[config.mk]
export PLATFORM = sky130hd
export DESIGN_NAME = sad_match_sequencer
export DESIGN_NICKNAME = d
export VERILOG_FILES = /design/src/rtl/sad_pkg.sv /design/src/rtl/sad_window_counter.sv /design/src/rtl/sad_match_sequencer.sv
export SDC_FILE = /design/constraint.sdc
export NUM_CORES = 1
export LEC_CHECK = 0
export CAP_MARGIN = 5
export CORE_MARGIN = 2
export CORE_UTILIZATION = 49
export CTS_BUF_LIST = sky130_fd_sc_hd__clkbuf_2
export CTS_CLUSTER_DIAMETER = 60
export CTS_CLUSTER_SIZE = 40
export DETAILED_ROUTE_END_ITERATION = 16
export PLACE_DENSITY_LB_ADDON = 0.25
export REMOVE_ABC_BUFFERS = 1
export SETUP_SLACK_MARGIN = 0.5
export SLEW_MARGIN = 40
export SYNTH_ARGS = -nofsm -noshare
export SYNTH_HDL_FRONTEND = slang
export SYNTH_HIERARCHICAL = 1
export SYNTH_SLANG_ARGS = --single-unit
export TNS_END_PERCENT = 30
[constraint.sdc]
create_clock -name clock -period 2.31 [get_ports clock]
set_input_delay 0.462 -clock clock [delete_from_list [all_inputs] [get_ports clock]]
set_output_delay 0.462 -clock clock [all_outputs]
set_load 0.05 [all_outputs]
[src/rtl/sad_pkg.sv]
// Shared types for the SAD template-matching sequencer: FSM state encoding
// and the result codes handed to the UART sender.
package sad_pkg;

  typedef enum logic [2:0] {
    StIdle           = 3'd0,
    StInput          = 3'd1,
    StProcess        = 3'd2,
    StAdvance        = 3'd3,
    StFinishMatch    = 3'd4,
    StFinishNotmatch = 3'd5
  } state_e;

  typedef enum logic [1:0] {
    SendOff      = 2'd0,
    SendMatch    = 2'd1,
    SendNotMatch = 2'd2
  } uart_send_e;

endpackage

[src/rtl/sad_window_counter.sv]
// Template window walker: tcol/trow element counters, the linear template ROM
// address, the end-of-row shift condition and the last-element flag.
// rom_addr is kept as its own running counter so no trow*TPL_W multiply is needed.
module sad_window_counter #(
  parameter int unsigned TPL_W = 40,
  parameter int unsigned TPL_H = 100,
  parameter int unsigned RW    = 9,
  parameter int unsigned AW    = 12
) (
  input  logic          clock,
  input  logic          reset,
  input  logic          clear,
  input  logic          enable,
  output logic [AW-1:0] rom_addr,
  output logic [RW-1:0] trow,
  output logic          col_last,
  output logic          last
);

  localparam int unsigned CW = (TPL_W > 1) ? $clog2(TPL_W) : 1;
  localparam logic [CW-1:0] ColMax = CW'(TPL_W - 1);
  localparam logic [RW-1:0] RowMax = RW'(TPL_H - 1);
  localparam logic [CW-1:0] ColOne = CW'(1);
  localparam logic [RW-1:0] RowOne = RW'(1);
  localparam logic [AW-1:0] AddrOne = AW'(1);

  logic [CW-1:0] tcol_q, tcol_d;
  logic [RW-1:0] trow_q, trow_d;
  logic [AW-1:0] addr_q, addr_d;

  assign col_last = (tcol_q == ColMax);
  assign last     = col_last && (trow_q == RowMax);
  assign rom_addr = addr_q;
  assign trow     = trow_q;

  // Next element: clear wins; enable steps one element, wrapping tcol into trow.
  always_comb begin
    tcol_d = tcol_q;
    trow_d = trow_q;
    addr_d = addr_q;
    if (clear) begin
      tcol_d = '0;
      trow_d = '0;
      addr_d = '0;
    end else if (enable) begin
      addr_d = addr_q + AddrOne;
      if (col_last) begin
        tcol_d = '0;
        trow_d = trow_q + RowOne;
      end else begin
        tcol_d = tcol_q + ColOne;
      end
    end
  end

  // Counter registers.
  always_ff @(posedge clock) begin
    if (reset) begin
      tcol_q <= '0;
      trow_q <= '0;
      addr_q <= '0;
    end else begin
      tcol_q <= tcol_d;
      trow_q <= trow_d;
      addr_q <= addr_d;
    end
  end

endmodule

[src/rtl/sad_match_sequencer.sv]
// SAD template-matching control sequencer. Scans every vertical template
// position of a buffered column band, drives ROM/RAM addresses and PE strobes,
// and reports match / no-match (plus the matching row) to the UART sender.
// Optional feature: define SAD_SCAN_ALL_EN to add scan_all / match_count,
// which scans every position and counts matches instead of stopping at the first.
module sad_match_sequencer
  import sad_pkg::*;
#(
  parameter int unsigned TPL_W = 40,
  parameter int unsigned TPL_H = 100,
  parameter int unsigned IMG_H = 480,
  parameter int unsigned RW    = $clog2(IMG_H),
  parameter int unsigned AW    = $clog2(TPL_W * TPL_H)
) (
  input  logic          clock,
  input  logic          reset,
  input  logic          uart_start,
  input  logic          fifo_ready,
  input  logic          pe_match,
  input  logic          uart_send_complete,
  output logic [RW-1:0] current_row,
  output logic [RW-1:0] ram_addr,
  output logic [AW-1:0] rom_addr,
  output logic          pe_shift,
  output logic          pe_reset,
  output logic [1:0]    uart_send,
  output logic [RW-1:0] match_row,
  output logic [2:0]    state
`ifdef SAD_SCAN_ALL_EN
  ,
  input  logic          scan_all,
  output logic [RW:0]   match_count
`endif
);

  localparam logic [RW-1:0] LastRow = RW'(IMG_H - TPL_H);
  localparam logic [RW-1:0] RowOne  = RW'(1);

  state_e       state_q, state_d;
  uart_send_e   send_q, send_d;
  logic [RW-1:0] row_q, row_d;
  logic [RW-1:0] match_row_q, match_row_d;
  logic          cnt_clear, cnt_en;
  logic [RW-1:0] trow;
  logic          col_last, win_last;

`ifdef SAD_SCAN_ALL_EN
  localparam logic [RW:0] CountOne = (RW+1)'(1);
  logic          scan_q, scan_d;
  logic [RW:0]   count_q, count_d;
`endif

  sad_window_counter #(
    .TPL_W (TPL_W),
    .TPL_H (TPL_H),
    .RW    (RW),
    .AW    (AW)
  ) u_window (
    .clock    (clock),
    .reset    (reset),
    .clear    (cnt_clear),
    .enable   (cnt_en),
    .rom_addr (rom_addr),
    .trow     (trow),
    .col_last (col_last),
    .last     (win_last)
  );

  // Next-state, row tracking and result decision.
  always_comb begin
    state_d     = state_q;
    row_d       = row_q;
    match_row_d = match_row_q;
    cnt_clear   = 1'b0;
    cnt_en      = 1'b0;
    send_d      = SendOff;
`ifdef SAD_SCAN_ALL_EN
    scan_d      = scan_q;
    count_d     = count_q;
`endif
    unique case (state_q)
      StIdle: begin
        if (uart_start) begin
          state_d     = StInput;
          cnt_clear   = 1'b1;
          row_d       = '0;
          match_row_d = '0;
`ifdef SAD_SCAN_ALL_EN
          scan_d      = scan_all;
          count_d     = '0;
`endif
        end
      end
      StInput: begin
        if (fifo_ready) state_d = StProcess;
      end
      StProcess: begin
        // A reject on the last element still counts as a reject.
        if (!pe_match) begin
          state_d   = StAdvance;
          cnt_clear = 1'b1;
        end else if (win_last) begin
`ifdef SAD_SCAN_ALL_EN
          if (scan_q) begin
            if (count_q == '0) match_row_d = row_q;
            count_d   = count_q + CountOne;
            state_d   = StAdvance;
            cnt_clear = 1'b1;
          end else begin
            match_row_d = row_q;
            state_d     = StFinishMatch;
          end
`else
          match_row_d = row_q;
          state_d     = StFinishMatch;
`endif
        end else begin
          cnt_en = 1'b1;
        end
      end
      StAdvance: begin
        cnt_clear = 1'b1;
        if (row_q == LastRow) begin
          state_d = StFinishNotmatch;
`ifdef SAD_SCAN_ALL_EN
          if (count_q != '0) state_d = StFinishMatch;
`endif
        end else begin
          row_d   = row_q + RowOne;
          state_d = StProcess;
        end
      end
      StFinishMatch, StFinishNotmatch: begin
        if (uart_send_complete) state_d = StIdle;
      end
      default: state_d = StIdle;
    endcase

    // Result code is a one-cycle pulse on entry to a finish state.
    if (state_d == StFinishMatch && state_q != StFinishMatch) begin
      send_d = SendMatch;
    end else if (state_d == StFinishNotmatch && state_q != StFinishNotmatch) begin
      send_d = SendNotMatch;
    end
  end

  // State, row and result registers.
  always_ff @(posedge clock) begin
    if (reset) begin
      state_q     <= StIdle;
      send_q      <= SendOff;
      row_q       <= '0;
      match_row_q <= '0;
    end else begin
      state_q     <= state_d;
      send_q      <= send_d;
      row_q       <= row_d;
      match_row_q <= match_row_d;
    end
  end

`ifdef SAD_SCAN_ALL_EN
  // Scan-all mode latch and match counter.
  always_ff @(posedge clock) begin
    if (reset) begin
      scan_q  <= 1'b0;
      count_q <= '0;
    end else begin
      scan_q  <= scan_d;
      count_q <= count_d;
    end
  end

  assign match_count = count_q;
`endif

  assign current_row = row_q;
  assign ram_addr    = row_q + trow;
  assign pe_shift    = (state_q == StProcess) && col_last;
  assign pe_reset    = reset || (state_q == StIdle) || (state_q == StInput) ||
                       (state_q == StAdvance);
  assign uart_send   = send_q;
  assign match_row   = match_row_q;
  assign state       = state_q;

endmodule

==> impl_metrics.json <==
{
  "endpoint_kind": "primary output",
  "ctsLongestPathBuffers": 2,
  "finalHoldViolCount": 0,
  "synth_edf_count": 0,
  "synth_area_sq_um": 2723,
  "htree_levels": 2,
  "synthAdderAreaFrac": 0.07169,
  "dieArea_sq_um": 6169,
  "period_minus_slack_ns": 2.768,
  "stdcell_count": 485,
  "drc": 0,
  "p_int_mw": 1.014,
  "slew_violations": 0,
  "synth_area_per_cell_sq_um": 8.535,
  "synth_top_family_by_area": "simple AND/OR/NAND/NOR gates",
  "tritoncts": "built",
  "cp.required_ns": 1.85,
  "post-route-worst-setup-slack_ns": -0.4578,
  "grt_pass1_wl_mm": 13.21,
  "worstPathMaxFanout": 2,
  "insertedDiodeCount": 0,
  "skew_ns": 0.03131,
  "cts_made_buffers": 5,
  "grt_overflow": 0,
  "rows": 27,
  "slew_headroom": 0.6813,
  "yosys.area_share.simple": 0.2661,
  "ys_warn_count": 6,
  "antenna_found_initial": 0,
  "final_nets": 433,
  "io-pin-count": 52,
  "synth.mux.area_fraction": 0.03309,
  "insertion_delay_ns": 0.46,
  "seqPwrFrac": 0.614,
  "async_flop_share": 0,
  "leakage_nw": 1.674,
  "ys_ff_latch": 50,
  "hp-class": "reg -> reg",
  "vdd_drop_max_uv": 297.4,
  "initial_core_util": 0.5006,
  "area.growth.synth_to_final_pct": 54.78,
  "grt_usage": 0.2637,
  "clk_pin_slew_worst_paths_ns": 0.28,
  "vias": 2789,
  "wl_per_cell_microns": 16.74,
  "place_congestion": 0.8257,
  "dp_hpwl_mm": 4.775,
  "synthCells": 319,
  "synthDistinctLibCells": 48,
  "status": "finished with violations",
  "grt_start_max_net_pins": 21,
  "place_ws_ns": -0.09273,
  "finalCritPeriodShare": 1.198,
  "grt_pass1_vias": 2694,
  "worst_hold_slack_ns": 0.5317,
  "dp.cells": 456,
  "die_w_microns": 78.54,
  "clkPwrFrac": 0.264,
  "die_height_microns": 78.54,
  "setup-violations-final": 12,
  "clock_sinks": 50,
  "maxCapViolations": 0,
  "tightest_slew_ns": 0.4799,
  "comb_power_share": 0.122,
  "p_sw_frac": 0.2898,
  "viasPerCell": 5.751,
  "detail-route-antenna-nets": 0,
  "portBuffers": 51,
  "synthXorXnorAreaFrac": 0.06434,
  "worstPathArrival_ns": 2.31,
  "rsz0062_at_grt": "true",
  "synth_compound_area_frac": 0.1553,
  "placed_area_sq_um": 3571,
  "powerDensity_nw_per_um2": 338.7,
  "critical_path_class": "reg -> out",
  "drt-total-wl_mm": 8.121,
  "core_sq_um": 5439,
  "p_sw_uw": 413.6,
  "synth_ff_type": "dfxtp_1",
  "start_kind": "flip-flop",
  "seq_area_frac_synth": 0.3676,
  "fmax_mhz": 361.3,
  "hold_buffers": 0,
  "cts_root_buffer": "clkbuf_2",
  "drt-pass1-iter-count": 4,
  "violations": "setup timing",
  "final_area_sq_um": 4214,
  "drive_gt1_frac": 0.4262,
  "first_iter_violations": 150
}
flip-flops by register name, indices dropped and copies added, names as in the netlist:
register,flops
current_row,9
match_row,9
state,3
u_window/rom_addr,12
u_window/tcol_q,6
u_window/trow,9
uart_send,2
cell usage after synthesis, types with 8 or more instances:
library cell / n / area [sq um]
o21ai_0: 8 / 40.04
nand2_1: 25 / 93.84
xor2_1: 10 / 87.58
or3_1: 14 / 87.58
a22oi_1: 10 / 75.07
nand3_1: 11 / 55.05
nor2_1: 38 / 142.6
ha_1: 14 / 175.2
mux2i_1: 9 / 90.09
dfxtp_1: 50 / 1001
inv_1: 13 / 48.80
xnor2_1: 10 / 87.58
a21oi_1: 16 / 80.08
nand4_1: 9 / 56.30
layout make-up:
class	count	area, sq um
Multi-Input combinational cell	243	2016
Clock inverter	2	13.76
Inverter	13	48.80
Fill cell	348	1225
Sequential cell	50	1037
Clock buffer	6	30.03
Timing Repair Buffer	99	978.4
Tap cell	72	90.09
cell usage in the layout (no fill, tap or decap), drive strengths merged, types with 11 or more instances in the layout:
cell type,Yosys,layout
buf,7,73
dfxtp,50,50
nor2,38,38
nand2,25,25
a21oi,17,17
or3,14,14
ha,14,14
inv,13,13
clkbuf,6,12
clkdlybuf4s15,0,11
nand3,11,11
cells by family after synthesis:
logic type / after synthesis
and+or+nand+nor: 137
AOI/OAI and AO/OA: 62
DFF: 50
buffers and inverters: 26
xor gates and xnor gates: 20
adders and majority gates: 15
muxes: 9
what timing repair did:
| action | CTS | global route |
|---|---|---|
| buffers inserted | 14 | 6 |
| cloned | 0 | 1 |
| resized for setup | 203 | 56 |
| pin swaps | 50 | 37 |
| setup endpoints to repair | 90 | 78 |
stage by stage:
stage | power, mW | TNS [ns] | util
after floorplan | 0.9783 | -4.824 | -
after global placement | 1.046 | -0.01323 | 0.6565
after detailed placement | 1.047 | -0.1411 | 0.6565
after CTS | 1.414 | -1.925 | 0.7580
after global routing | 1.474 | -4.530 | 0.7748
final | 1.427 | -2.658 | 0.7748
power groups by stage:
stage / Combinational [mW] / Clock [mW] / Sequential, mW
final: 0.174 / 0.377 / 0.877
after CTS: 0.162 / 0.376 / 0.876
after detailed placement: 0.152 / 0 / 0.895
after global placement: 0.151 / 0 / 0.895
after global routing: 0.185 / 0.409 / 0.880
after floorplan: 0.0709 / 0 / 0.907
worst max-delay path, stage by stage, from the launching register on:
cell	delay (ns)
dfxtp_2	0.41
ha_4	0.15
inv_2	0.03
fa_2	0.37
nor2b_4	0.15
o2111ai_2	0.12
nand3_2	0.11
o22ai_2	0.07
xnor2_1	0.16
bufbuf_16	0.30
metal layers:
| metal | up-vias | wire length, microns | track usage |
|---|---|---|---|
| met3 | 18 | 401 | 0.03678 |
| met1 | 1343 | 3583 | 0.3508 |
| met2 | 88 | 3989 | 0.4556 |
| met4 | 0 | 147 | 0.05439 |
| li1 | 1340 | - | - |
| met5 | - | 0 | 0 |
path summary, 6_finish.rpt:
| kind | start | to | slack (ns) | cells after the start |
|---|---|---|---|---|
| min | u_window/rom_addr[9] | u_window/rom_addr[9] | 0.53 | 2 |
| min reg2reg | u_window/rom_addr[9] | u_window/rom_addr[9] | 0.53 | 2 |
| max reg2reg | u_window/trow[0] | u_window/rom_addr[7] | -0.08 | 11 |
| max | u_window/trow[0] | ram_addr[8] | -0.46 | 9 |
Note: power is estimated with default switching activity, not from simulation.
